File: src/rtl/ifetch_pc_sequencer_pkg.sv
// Shared definitions for the instruction-address sequencer: address width,
// sequencer state encodings and the default boot address.
package ifetch_pc_sequencer_pkg;

    localparam int WORD_LENGTH = 32;

    // Word address applied on reset unless the instance overrides it.
    localparam logic [0:WORD_LENGTH-1] DEFAULT_RESET_VEC = '0;

    // Two-bit state encoding; the fourth code is unused and recovers to boot.
    typedef enum logic [1:0] {
        SEQ_BOOT = 2'd0,
        SEQ_RUN  = 2'd1,
        SEQ_WRAP = 2'd2
    } seq_state_e;

endpackage

File: src/rtl/ifetch_pc_sequencer_incrementer.sv
// Next-address datapath: adds one to the address and reports the carry out
// of the top bit, which flags a wrap past the end of the address space.
module ifetch_pc_sequencer_incrementer #(
    parameter int W = 32
) (
    input  logic [0:W-1] a,
    output logic [0:W-1] s,
    output logic         outC
);

    logic [W:0] sum;

    // Widen by one bit so the carry out is captured alongside the sum.
    always_comb begin
        sum  = {1'b0, a} + {{W{1'b0}}, 1'b1};
        s    = sum[W-1:0];
        outC = sum[W];
    end

endmodule

File: src/rtl/ifetch_pc_sequencer.sv
// Instruction-address sequencer feeding the fetch stage. Issues one word
// address per accepted valid/ready transfer, takes branch redirects with top
// priority and traps a sequential wrap past the highest address.
module ifetch_pc_sequencer
    import ifetch_pc_sequencer_pkg::*;
#(
    parameter logic [0:WORD_LENGTH-1] RESET_VEC = DEFAULT_RESET_VEC,
    parameter int                     CNT_W     = 16
) (
    input  logic                   clk,
    input  logic                   rst_n,
    input  logic                   redirectValid,
    input  logic [0:WORD_LENGTH-1] redirectAddr,
    input  logic                   fetchReady,
    output logic                   pcValid,
    output logic [0:WORD_LENGTH-1] pc,
    output logic                   wrapFault,
    output logic [CNT_W-1:0]       issueCount
);

    seq_state_e             state_reg, state_next;
    logic [0:WORD_LENGTH-1] pc_reg, pc_next;
    logic                   pc_valid_reg, pc_valid_next;
    logic                   wrap_fault_reg, wrap_fault_next;
    logic [CNT_W-1:0]       issue_cnt_reg, issue_cnt_next;

    logic [0:WORD_LENGTH-1] pc_inc;
    logic                   pc_carry;
    logic                   transfer;

    ifetch_pc_sequencer_incrementer #(
        .W (WORD_LENGTH)
    ) u_incrementer (
        .a    (pc_reg),
        .s    (pc_inc),
        .outC (pc_carry)
    );

    assign transfer = pc_valid_reg && fetchReady;

    // State and output registers; every output comes straight from a flop.
    always_ff @(posedge clk or negedge rst_n) begin
        if (!rst_n) begin
            state_reg      <= SEQ_BOOT;
            pc_reg         <= RESET_VEC;
            pc_valid_reg   <= 1'b0;
            wrap_fault_reg <= 1'b0;
            issue_cnt_reg  <= '0;
        end else begin
            state_reg      <= state_next;
            pc_reg         <= pc_next;
            pc_valid_reg   <= pc_valid_next;
            wrap_fault_reg <= wrap_fault_next;
            issue_cnt_reg  <= issue_cnt_next;
        end
    end

    // Next-state and next-output logic; hold everything unless a case below
    // decides otherwise.
    always_comb begin
        state_next      = state_reg;
        pc_next         = pc_reg;
        pc_valid_next   = pc_valid_reg;
        wrap_fault_next = wrap_fault_reg;
        issue_cnt_next  = issue_cnt_reg;

        case (state_reg)
            SEQ_BOOT: begin
                // A redirect seen while booting replaces the reset vector.
                state_next    = SEQ_RUN;
                pc_valid_next = 1'b1;
                if (redirectValid) begin
                    pc_next = redirectAddr;
                end
            end
            SEQ_RUN, SEQ_WRAP: begin
                if (redirectValid) begin
                    // Redirect wins over a concurrent transfer: the old pc is
                    // consumed and its increment is dropped.
                    state_next      = SEQ_RUN;
                    pc_next         = redirectAddr;
                    pc_valid_next   = 1'b1;
                    wrap_fault_next = 1'b0;
                    issue_cnt_next  = '0;
                end else if (state_reg == SEQ_RUN && transfer) begin
                    pc_next = pc_inc;
                    if (issue_cnt_reg != {CNT_W{1'b1}}) begin
                        issue_cnt_next = issue_cnt_reg + {{(CNT_W-1){1'b0}}, 1'b1};
                    end
                    if (pc_carry) begin
                        // Walked off the top of the address space: park until
                        // software redirects us somewhere sane.
                        state_next      = SEQ_WRAP;
                        pc_valid_next   = 1'b0;
                        wrap_fault_next = 1'b1;
                    end
                end
            end
            default: begin
                state_next      = SEQ_BOOT;
                pc_next         = RESET_VEC;
                pc_valid_next   = 1'b0;
                wrap_fault_next = 1'b0;
                issue_cnt_next  = '0;
            end
        endcase
    end

    assign pcValid    = pc_valid_reg;
    assign pc         = pc_reg;
    assign wrapFault  = wrap_fault_reg;
    assign issueCount = issue_cnt_reg;

endmodule

File: config.mk
export PLATFORM = sky130hd
export DESIGN_NAME = ifetch_pc_sequencer
export DESIGN_NICKNAME = d
export VERILOG_FILES = /design/src/rtl/ifetch_pc_sequencer_pkg.sv /design/src/rtl/ifetch_pc_sequencer_incrementer.sv /design/src/rtl/ifetch_pc_sequencer.sv
export SDC_FILE = /design/constraint.sdc
export NUM_CORES = 1
export LEC_CHECK = 0
export CAP_MARGIN = 20
export CORE_UTILIZATION = 44
export CTS_BUF_LIST = sky130_fd_sc_hd__clkbuf_4 sky130_fd_sc_hd__clkbuf_8 sky130_fd_sc_hd__clkbuf_16
export CTS_CLUSTER_DIAMETER = 50
export DETAILED_ROUTE_END_ITERATION = 16
export PLACE_DENSITY = 0.75
export SLEW_MARGIN = 20
export SYNTH_ARGS = -nofsm -noshare
export SYNTH_HDL_FRONTEND = slang
export SYNTH_SLANG_ARGS = --single-unit
File: constraint.sdc
create_clock -name clk -period 1.95 [get_ports clk]
set_input_delay 0.39 -clock clk [delete_from_list [all_inputs] [get_ports clk]]
set_output_delay 0.39 -clock clk [all_outputs]
set_load 0.01 [all_outputs]
==> impl_metrics.prom <==
# TYPE chip_impl_metric gauge
chip_impl_info{name="status",value="finished, violations left"} 1
chip_impl_info{name="failed_checks",value="setup timing"} 1
chip_impl_metric{name="area_delta_synth_final",unit="%"} 53.1
chip_impl_metric{name="p_comb_share",unit="%"} 57.6
chip_impl_metric{name="worst_pin_slew",unit="ns"} 0.459
chip_impl_info{name="slowest_stage",value="dfrtp_2"} 1
chip_impl_metric{name="finish.net_count",unit=""} 559
chip_impl_metric{name="synth_warnings",unit=""} 0
chip_impl_metric{name="number_of_enable_type_register_cells_in_the_synthesized_netlist",unit=""} 0
chip_impl_metric{name="power_frac_clock",unit="%"} 11.0
chip_impl_metric{name="insertion_delay",unit="ns"} 0.31
chip_impl_metric{name="max_stage_delay",unit="ns"} 0.41
chip_impl_metric{name="floorplan.die_area",unit="um2"} 7630
chip_impl_metric{name="fin_skew",unit="ns"} 0.00611
chip_impl_metric{name="clock.fmax",unit="GHz"} 0.506
chip_impl_metric{name="required",unit="ns"} 2.15
chip_impl_metric{name="routed-via-count",unit=""} 3631
chip_impl_metric{name="synth.avg_cell_area",unit="um2"} 8.54
chip_impl_metric{name="max_cap_viol_count",unit=""} 0
chip_impl_metric{name="power_switching_share",unit="%"} 41.7
chip_impl_metric{name="post_synth_inst_count",unit=""} 375
chip_impl_metric{name="total_leakage_power",unit="uW"} 0.00198
chip_impl_metric{name="met3RoutedLength",unit="um"} 809
chip_impl_info{name="cts_root_buf",value="clkbuf_8"} 1
chip_impl_metric{name="die_outline_width",unit="um"} 87.3
chip_impl_metric{name="synth_seq_area_share",unit="%"} 39.8
chip_impl_metric{name="crit_path_max_fanout",unit=""} 5
chip_impl_metric{name="final_core_util",unit="%"} 71.0
chip_impl_metric{name="final_antenna_net_count",unit=""} 0
chip_impl_info{name="rsz0062_at_grt",value="yes"} 1
chip_impl_metric{name="clkSinkCount",unit=""} 51
chip_impl_metric{name="fp.coreArea",unit="um2"} 6910
chip_impl_metric{name="clock_path_buffers",unit=""} 2
chip_impl_metric{name="max-slew-margin-rel",unit="%"} 69.3
chip_impl_metric{name="post_drt_wl_per_cell",unit="um"} 17.3
chip_impl_metric{name="peakVddDrop",unit="mV"} 0.786
chip_impl_metric{name="cts_hold_buf",unit=""} 0
chip_impl_metric{name="route.final.wire_length",unit="um"} 10600
chip_impl_metric{name="hpwl",unit="um"} 7710
chip_impl_metric{name="grt_max_degree",unit=""} 31
chip_impl_metric{name="port-buffer-count",unit=""} 85
chip_impl_metric{name="post_synthesis_net_count",unit=""} 416
chip_impl_info{name="layout_commonest_cell",value="clkdlybuf4s50_1"} 1
chip_impl_metric{name="route.detailed.vias_per_inst",unit=""} 5.90
chip_impl_metric{name="met2RoutedLength",unit="um"} 5250
chip_impl_metric{name="layout-drive-gt1-share",unit="%"} 23.7
chip_impl_metric{name="power_switching",unit="uW"} 2420
chip_impl_info{name="ys.flop_type",value="dfrtp_1"} 1
chip_impl_metric{name="count_of_pins_over_their_slew_limit",unit=""} 0
chip_impl_metric{name="largest_register_ffs",unit=""} 32
chip_impl_metric{name="h-tree-depth",unit=""} 2
chip_impl_metric{name="floorplan.io_pins",unit=""} 86
chip_impl_metric{name="p_per_area",unit="nW/um2"} 1180
chip_impl_metric{name="insertedDiodeCount",unit=""} 0
chip_impl_metric{name="drt_iter0_markers",unit=""} 244
chip_impl_info{name="criticalPathCategory",value="flip-flop to flip-flop"} 1
chip_impl_metric{name="initial_core_util",unit="%"} 46.4
chip_impl_metric{name="antenna_violations_before_repair",unit=""} 0
chip_impl_metric{name="die_height",unit="um"} 87.3
chip_impl_info{name="critical_path.startpoint_type",value="flip-flop"} 1
chip_impl_metric{name="finalHoldViolCount",unit=""} 0
chip_impl_metric{name="cell_row_count",unit=""} 30
chip_impl_metric{name="critPathArrivalTime",unit="ns"} 2.18
chip_impl_metric{name="synthDistinctLibCells",unit=""} 58
chip_impl_metric{name="timing.final.crit_period",unit="ns"} 1.98
chip_impl_metric{name="detail_route.first_pass.iterations",unit=""} 5
chip_impl_metric{name="cellInternalPower",unit="uW"} 3390
chip_impl_metric{name="detail_route.drc_violations",unit=""} 0
chip_impl_metric{name="detail_route.wirelength.met1",unit="um"} 4430
chip_impl_metric{name="worst_slack",unit="ns"} -0.0272
chip_impl_info{name="setup.worst_path.end_class",value="flip-flop"} 1
chip_impl_metric{name="final.period_utilization",unit="%"} 101
chip_impl_info{name="clock_tree_from_tritoncts",value="yes"} 1
chip_impl_metric{name="clk_pin_slew_worst_paths",unit="ns"} 0.10
chip_impl_metric{name="netlist_area",unit="um2"} 3200
chip_impl_metric{name="cts-buffers-inserted",unit=""} 5
chip_impl_metric{name="power.sequential.fraction",unit="%"} 31.4
chip_impl_info{name="timing.hold.worst.class",value="input port to async pin"} 1
chip_impl_info{name="highest_layer",value="met4"} 1
chip_impl_metric{name="report.final.setup_viol",unit=""} 4
chip_impl_metric{name="asyncSetResetFlopFracSynth",unit="%"} 100
chip_impl_metric{name="grt_usage",unit="%"} 28.0
chip_impl_metric{name="grt_pass1_wl",unit="um"} 16500
chip_impl_metric{name="fin_setup_tns",unit="ns"} -0.0693
chip_impl_info{name="path_cells",value="inv_2, ha_4, nand4b_1, or3_4, nor3_4, nand2b_4, mux2_4"} 1
chip_impl_metric{name="ff_latch_count_synth",unit=""} 51
chip_impl_metric{name="gp_routability_congestion",unit=""} 0.916
chip_impl_metric{name="number_of_global_route_vias_before_repair",unit=""} 3432
chip_impl_info{name="layout.cells.most_common_list",value="clkdlybuf4s50_1, buf_4, dfrtp_1, nand2_1"} 1
chip_impl_metric{name="global_route.overflow_total",unit=""} 0
power groups by stage:
stage / Sequential, uW / Combinational, uW / Clock, uW
after global routing: 1880 / 3610 / 698
after CTS: 1800 / 3250 / 650
after floorplan: 2000 / 1290 / 0
after detailed placement: 1820 / 3200 / 0
final: 1820 / 3340 / 641
after global placement: 1800 / 3120 / 0
worst max-delay path, delay by kind of cell, from the launching register on:
family / cells / cell delay (ns)
AND/OR/NAND/NOR: 4 / 0.82
flip-flops: 1 / 0.41
multiplexers: 1 / 0.30
adder cells (fa/ha/maj): 1 / 0.28
buffers and inverters: 1 / 0.05
Yosys cell counts (8+ instances only):
cell type / instances / area share (%)
o211ai_1: 9 / 2.1
clkbuf_1: 11 / 1.3
nand3_1: 20 / 3.1
nor2_1: 31 / 3.6
dfrtp_1: 51 / 40
nor4_1: 8 / 1.6
o21ai_0: 32 / 5.0
a21oi_1: 19 / 3.0
nor3_1: 10 / 1.6
inv_1: 10 / 1.2
nand4_1: 10 / 2.0
nand2_1: 47 / 5.5
cell families (layout without fill, tap and decap cells):
| logic type | Yosys count | count (layout) | share of synthesized area [%] |
|---|---|---|---|
| flops | 51 | 51 | 39.8 |
| buf+inv | 25 | 169 | 3.16 |
| xor+xnor | 9 | 9 | 2.46 |
| mux | 3 | 3 | 1.02 |
| compound gates | 109 | 109 | 22.8 |
| simple gates | 173 | 173 | 28.8 |
| fa+ha+maj | 5 | 5 | 1.95 |
path summary, 6_finish.rpt:
kind / from / end / slack (ns) / cells after the start
setup reg to reg: state_reg[0]$_DFFE_PN0P_ / issueCount[0]$_DFFE_PN0P_ / -0.03 / 7
hold / removal: rst_n / pc[6]$_DFFE_PN0P_ / 0.04 / 2
setup / recovery: state_reg[0]$_DFFE_PN0P_ / issueCount[0]$_DFFE_PN0P_ / -0.03 / 7
max in group asynchronous: rst_n / state_reg[0]$_DFFE_PN0P_ / 1.53 / 2
hold reg to reg: wrapFault$_DFFE_PN0P_ / wrapFault$_DFFE_PN0P_ / 0.50 / 1
min in group clk: wrapFault$_DFFE_PN0P_ / wrapFault$_DFFE_PN0P_ / 0.50 / 1
layer usage:
layer | global-route usage (%) | vias to the layer above
met3 | 3.98 | 13
met2 | 47.1 | 162
li1 | - | 1702
met4 | 8.20 | 0
met5 | 0 | -
met1 | 37.4 | 1754
per-stage QoR:
| step | instance area (um2) | hold WS (ns) | setup slack (ns) | cells | total power [uW] |
|---|---|---|---|---|---|
| floorplan | 3240 | 0.0944 | -0.0360 | 375 | 3290 |
| global placement | 4590 | 0.389 | -0.335 | 599 | 4920 |
| detailed placement | 4590 | 0.391 | -0.394 | 599 | 5020 |
| CTS | 4750 | 0.0547 | -0.0174 | 612 | 5710 |
| global route | 4900 | 0.0577 | -0.116 | 615 | 6190 |
| finish | 4900 | 0.0437 | -0.0272 | 615 | 5810 |
timing repair:
item	CTS	global route
endpoints found under the setup margin	17	34
pin swaps	5	17
gates cloned	0	0
gates resized for setup	8	35
setup buffers	5	3
layout make-up:
type | count | area [um2]
multi-input cells | 299 | 2000
inverters | 10 | 37.5
repair buffers | 151 | 1370
clock inverters | 3 | 23.8
fillers | 544 | 2000
well taps | 96 | 120
flip-flops and latches | 51 | 1280
clock buffers | 5 | 68.8
Power figures use the tool's default switching activity.
